### src/rtl/freq_meas_sched.sv
// freq_meas_sched: time-shares one edge-counting core across NCH channels, gating a window per enabled channel
module freq_meas_sched #(
  parameter int NCH = 4,
  parameter int CW = $clog2(NCH),
  parameter int SETTLE_CYC = 16
) (
  input  logic           clk,
  input  logic           rstn,
  input  logic           start,
  input  logic           abort,
  input  logic           cont,
  input  logic [NCH-1:0] ch_mask,
  input  logic [31:0]    gate_len,
  input  logic [31:0]    cnt_in,
  output logic [CW-1:0]  sel,
  output logic           busy,
  output logic           res_valid,
  output logic [CW-1:0]  res_ch,
  output logic [31:0]    res_cnt,
  output logic           sweep_done
);
  typedef enum logic [1:0] {IDLE, SETTLE, GATE, EMIT} state_t;
  state_t state, state_n;
  logic [NCH-1:0] m_lat;
  logic [31:0] g_lat, s_snap, cnt;
  logic [CW-1:0] lo_sel, nx_sel;
  logic has_nx, cfg_ok, accept, emit_go, relatch, done_n;
  always_comb begin
    lo_sel = '0;
    nx_sel = '0;
    has_nx = 1'b0;
    for (int i = NCH - 1; i >= 0; i--) begin
      if (ch_mask[i]) lo_sel = CW'(i);
      if (m_lat[i] && i > int'(sel)) begin
        nx_sel = CW'(i);
        has_nx = 1'b1;
      end
    end
  end
  always_comb begin
    cfg_ok = |ch_mask && |gate_len;
    accept = state == IDLE && start && !abort && cfg_ok;
    emit_go = state == EMIT && !abort;
    relatch = emit_go && !has_nx && cont;
    done_n = emit_go && !has_nx && !cont;
    busy = state != IDLE;
    res_valid = state == EMIT;
    state_n = state;
    if (abort && state != IDLE) state_n = IDLE;
    else
      case (state)
        IDLE:    state_n = accept ? SETTLE : IDLE;
        SETTLE:  state_n = cnt == 32'(SETTLE_CYC - 1) ? GATE : SETTLE;
        GATE:    state_n = cnt == g_lat - 32'd1 ? EMIT : GATE;
        default: state_n = (has_nx || (cont && cfg_ok)) ? SETTLE : IDLE;
      endcase
  end
  always_ff @(posedge clk) begin
    if (!rstn) begin
      state <= IDLE;
      sel <= '0;
      res_ch <= '0;
      res_cnt <= '0;
      sweep_done <= 1'b0;
      m_lat <= '0;
      g_lat <= '0;
      s_snap <= '0;
      cnt <= '0;
    end else begin
      state <= state_n;
      sweep_done <= done_n;
      cnt <= (state_n == state && state != IDLE) ? cnt + 32'd1 : '0;
      if (accept || relatch) begin
        m_lat <= ch_mask;
        g_lat <= gate_len;
      end
      if (accept || (relatch && cfg_ok)) sel <= lo_sel;
      else if (emit_go && has_nx) sel <= nx_sel;
      if (state == SETTLE && state_n == GATE) s_snap <= cnt_in;
      // modulo subtraction absorbs a counter wrap inside the window
      if (state == GATE && state_n == EMIT) begin
        res_cnt <= cnt_in - s_snap;
        res_ch <= sel;
      end
    end
  end
endmodule

### config.mk
export PLATFORM = sky130hd
export DESIGN_NAME = freq_meas_sched
export DESIGN_NICKNAME = d
export VERILOG_FILES = /design/src/rtl/freq_meas_sched.sv
export SDC_FILE = /design/constraint.sdc
export NUM_CORES = 1
export LEC_CHECK = 0
export CAP_MARGIN = 10
export CELL_PAD_IN_SITES_DETAIL_PLACEMENT = 0
export CELL_PAD_IN_SITES_GLOBAL_PLACEMENT = 2
export CORE_UTILIZATION = 36
export CTS_CLUSTER_SIZE = 25
export DETAILED_ROUTE_END_ITERATION = 10
export HOLD_SLACK_MARGIN = 0.03
export PLACE_DENSITY = 0.95
export SLEW_MARGIN = 20
export SYNTH_ARGS = -nofsm -noshare
export SYNTH_HDL_FRONTEND = slang
export SYNTH_SLANG_ARGS = --single-unit
### constraint.sdc
create_clock -name clk -period 10.45 [get_ports clk]
set_input_delay 2.09 -clock clk [delete_from_list [all_inputs] [get_ports clk]]
set_output_delay 2.09 -clock clk [all_outputs]
set_load 0.03 [all_outputs]
; Yosys cells after proc, flatten, opt, wreduce, memory -nomap -nowiden
; Index checks and enable logic that the tools add are counted.
[word_totals]
regBits = 139
inputBits = 73
elab_cells = 71
[classes]
n_addsub = 3
order_cmp = 3
eq_ne = 8
muxes = 18
reduce_logical = 30
[op_table]
columns = operator, n
row1 = $add 32x1->32 const B, 1
row2 = $eq 32x32->1, 1
row3 = $eq 32x4->1 const B, 1
row4 = $reduce_or 32->1, 1
row5 = $sub 32x1->32 const B, 1
row6 = $sub 32x32->32, 1
row7 = $mux 2, 11
row8 = $logic_and 1x1->1, 18
row9 = $eq 2x2->1 const B, 4
row10 = $mux 1, 6
row11 = $pmux 2 s3, 1
row12 = $gt 2x2->1 const A, 2
row13 = $reduce_bool 2->1, 2
row14 = $reduce_or 4->1, 1
row15 = $logic_not 1->1, 3
row16 = $logic_or 1x1->1, 3
row17 = $eq 2x1->1 const B, 1
row18 = $eq 2x2->1, 1
row19 = $gt 1x2->1 const A, 1
row20 = $logic_not 2->1, 1
row21 = $reduce_and 2->1, 1

; Depth between registers and ports, before layout
[logic_depth]
ltp_word = 12
ltp_mapped = 13
ltp_nobuf = 12

; Worst setup path before layout
; OpenSTA, ideal clock, no wires.
[synth_path]
path_kind = input -> register
startpoint = in cnt_in[0]
endpoint = reg res_cnt[30]
setup_ps = 75
arrival_ps = 4131
path_slack_ps = 6244
stages = 12
n_path_buf = 0
path_cell_list = inv_1 > ha_1 > fa_1 > nand2b_1 > a21oi_1 > o21a_1 > o211ai_1 > a2111o_1 > nand3b_1 > a21oi_1 > xor2_1 > o22ai_1
[synth_via]
elab_chain_len = 1
[synth_rtl]
columns = item, line_no
row1 = "start, declared", 14  ; input logic [31:0] cnt_in,
row2 = $sub 32x32->32, 82  ; res_cnt <= cnt_in - s_snap;
row3 = "end signal, assigned", 82
row4 = "end, declared", 19  ; output logic [31:0] res_cnt,
; Every way passes these cells.
; A chain may end at the register's enable or synchronous reset.

; Worst setup path in the final report
[layout_path]
startpoint = in gate_len[13]
endpoint = reg cnt[5]
[layout_via]
elab_chain_len = 10
word_cells_on_any_way = 12
cone_classes = 1 x eq/ne / 4 x mux / 7 x reduce/logical
[layout_rtl]
columns = item, line_no
row1 = "start, declared", 13  ; input logic [31:0] gate_len,
row2 = $reduce_or 32->1 (*), 41  ; cfg_ok = |ch_mask && |gate_len;
row3 = $logic_and 1x1->1 (*), 41
row4 = $logic_and 1x1->1, 55  ; default: state_n = (has_nx || (cont && cfg_ok)) ? SETTLE : IDLE;
row5 = $logic_or 1x1->1, 55
row6 = $mux 1, 55
row7 = $pmux 2 s3 (*), 51  ; case (state)
row8 = $mux 2 (*), 49  ; if (abort && state != IDLE) state_n = IDLE;
row9 = $eq 2x2->1 (*), 72  ; cnt <= (state_n == state && state != IDLE) ? cnt + 32'd1 : '0;
row10 = $logic_and 1x1->1 (*), 72
row11 = $reduce_and 2->1 (no source line) (*), n/a
row12 = "end signal, assigned", 72
row13 = "end, declared", 25  ; logic [31:0] g_lat, s_snap, cnt;
; Mark *: on every way between the ends. The rest lies on a longest branch, timed or not.

==> flow_summary.toml <==
[outcome]
outcome = "finished, final reports clean"

[floorplan]
die_w_um = 156
dieArea_sq_mm = 0.0243
start_util = 0.372
num_rows = 55
core_sq_mm = 0.0229
die_y_um = 156
ios = 112

[timing]
tightest_slew_ps = 688
hold_ws_ps = 460
tns_ps = 0
fin_skew_ps = 10.6
slew_viol_final = 0
period_needed_ps = 4830
max_slew_margin = 0.537
setup_viol = 0
fmax_ghz = 0.207
rsz0062_at_grt = "no"
timing.final.hold_violations = 0
timing.final.crit_share = 0.462

[clock_network]
postCtsResizedCells = 0
cts-root-buf = "clkbuf_16"
clk_pin_slew_ps = 60
cts_tree = "done"
clk_latency_ps = 430
clock-sinks = 138
hold_buffers = 0
numCtsBuffers = 17
cts.htree.levels = 4
clockBufferDepth = 2
post_cts_buffers = 0

[worst_setup_path]
r2r-end = "cnt[5]"
path_class = "in2reg"
startpoint_type = "input pin"
worst_ep_arrival_time_ps = 5120
r2r_slack_ps = 5670
end_kind = "register"
required_ps = 10740
rr_worst_depth = 11
path_max_fanout = 41
worstReg2RegStart = "g_lat[0]"

[layout]
fin_area_sq_mm = 0.0104
fillers = 2273
stdcell_count = 1442
nets = 1225
syn_to_final_growth_pct = 22.6
drive_above_1_share = 0.0469
antenna_cells = 0

[route]
first_pass_iters = 5
drc = 0
wire_per_inst_um = 15.5
vias_per_cell = 5.10
vias = 7353
antenna_left = 0
drt_iter0_markers = 340
routed_wl_mm = 22.3

[yosys]
yosys_warnings = 0
ys_seq_area_frac = 0.324
synth_area_per_cell_sq_um = 8.25
ys_types = 70
synth-edff-count = 0
synth.top_cell.area_share = 0.324
synth_area_leaders = "dfxtp_1 32%, mux2i_1 7.6%, nor2b_1 5.1%"
ys_ff_latch = 138
ys.flop_type = "dfxtp_1"
syn_inst = 1032
synth_area_sq_mm = 0.00852
post-synth-top-count-cell = "dfxtp_1"
async_reset_ff_frac = 0
ys_top_cells_by_count = "138 x dfxtp_1, 116 x nand2_1, 84 x nor2_1"
syn-num-nets = 1139
yosys.area.top_type = "dfxtp_1"

[power]
total_power_w = 0.00139
cellPowerDensity_mw_per_mm2 = 133
ir_worst_vdd_mv = 0.0884
leakagePower_nw = 3.55

[global_routing]
grt_max_degree = 61
grt_usage = 0.192
grt_overflow = 0
grt_pass1_vias = 7208
grt_pass1_wl_mm = 36.7
antenna_found_initial = 0

[hold_path]
hp-start = "s_snap[4]"
hold_depth = 2
min_path_type = "reg2reg"
hold_end = "s_snap[4]"

[placed_design]
place_congestion = 0.914
port_buffers = 111
dp.cells = 1412
place_area_sq_mm = 0.00983
place_hpwl_mm = 16.2

[job]
drv_cap = 0
layer usage:
metal / track usage / vias up / share of wire
met5: 0 / - / 0
li1: - / 3759 / -
met3: 0.0442 / 31 / 0.041
met2: 0.331 / 119 / 0.48
met1: 0.232 / 3444 / 0.45
met4: 0.0668 / 0 / 0.020
worst max-delay path, stage by stage:
cell	delay, ps
clkdlybuf4s50_1	540
nor4_1	80
nand4_1	220
o211ai_1	120
a22oi_1	220
nand4_1	170
a2111oi_4	310
buf_4	580
o31a_2	670
nor2_1	110
per-stage QoR:
stage	utilization	setup WS, ps
floorplan	-	6240
global placement	0.429	5190
detailed placement	0.429	5120
CTS	0.456	5560
global route	0.456	5350
finish	0.456	5620
logic make-up after synthesis:
kind of cell	share of synthesized area
mux	0.0777
xor+xnor	0.0915
simple gates	0.264
fa+ha+maj	0.0508
buf+inv	0.0508
compound gates	0.141
flops	0.324
cell usage in the layout (no fill, tap or decap), types with 17 or more instances in the layout:
cell type / n
a21oi_1: 36
dfxtp_1: 138
mux2i_1: 65
xnor2_1: 48
a21boi_0: 34
nor3_1: 23
nor2_1: 84
clkbuf_16: 17
ha_1: 33
nor4_1: 22
nand3_1: 24
nor2b_1: 70
nand4_1: 18
o21ai_0: 25
inv_1: 51
clkdlybuf4s50_1: 110
nand2_1: 116
xor2_1: 41
where the power goes:
| group | switching [W] | total, W | internal [W] |
|---|---|---|---|
| clock network | 0.000238 | 0.000631 | 0.000393 |
| logic | 0.000113 | 0.000216 | 0.000102 |
| registers | 0.0000132 | 0.000547 | 0.000534 |
| total | 0.000365 | 0.00139 | 0.00103 |
worst max-delay path by stage:
stage	from	endpoint	slack, ps	cells past startpoint
floorplan	cnt_in[0]	res_cnt[30]	6240	12
global placement	gate_len[13]	cnt[18]	5190	10
detailed placement	gate_len[13]	cnt[22]	5120	10
CTS	gate_len[13]	cnt[2]	5560	10
global route	gate_len[13]	cnt[8]	5350	10
finish	gate_len[13]	cnt[5]	5620	10
final cells by class:
class	count	area (sq um)	share of cell area
Sequential cell	138	2760	0.265
Clock buffer	20	467	0.0447
Clock inverter	10	143	0.0137
Timing Repair Buffer	117	1150	0.110
Multi-Input combinational cell	793	5330	0.511
Tap cell	313	392	0.0375
Inverter	51	191	0.0183
sequential cells by signal, indices dropped and copies added (netlist names):
register	count
cnt	32
s_snap	32
state	2
g_lat	32
m_lat	3
res_ch	2
sweep_done	1
sel	2
res_cnt	32
No activity file was read; power rests on OpenSTA's default activity.
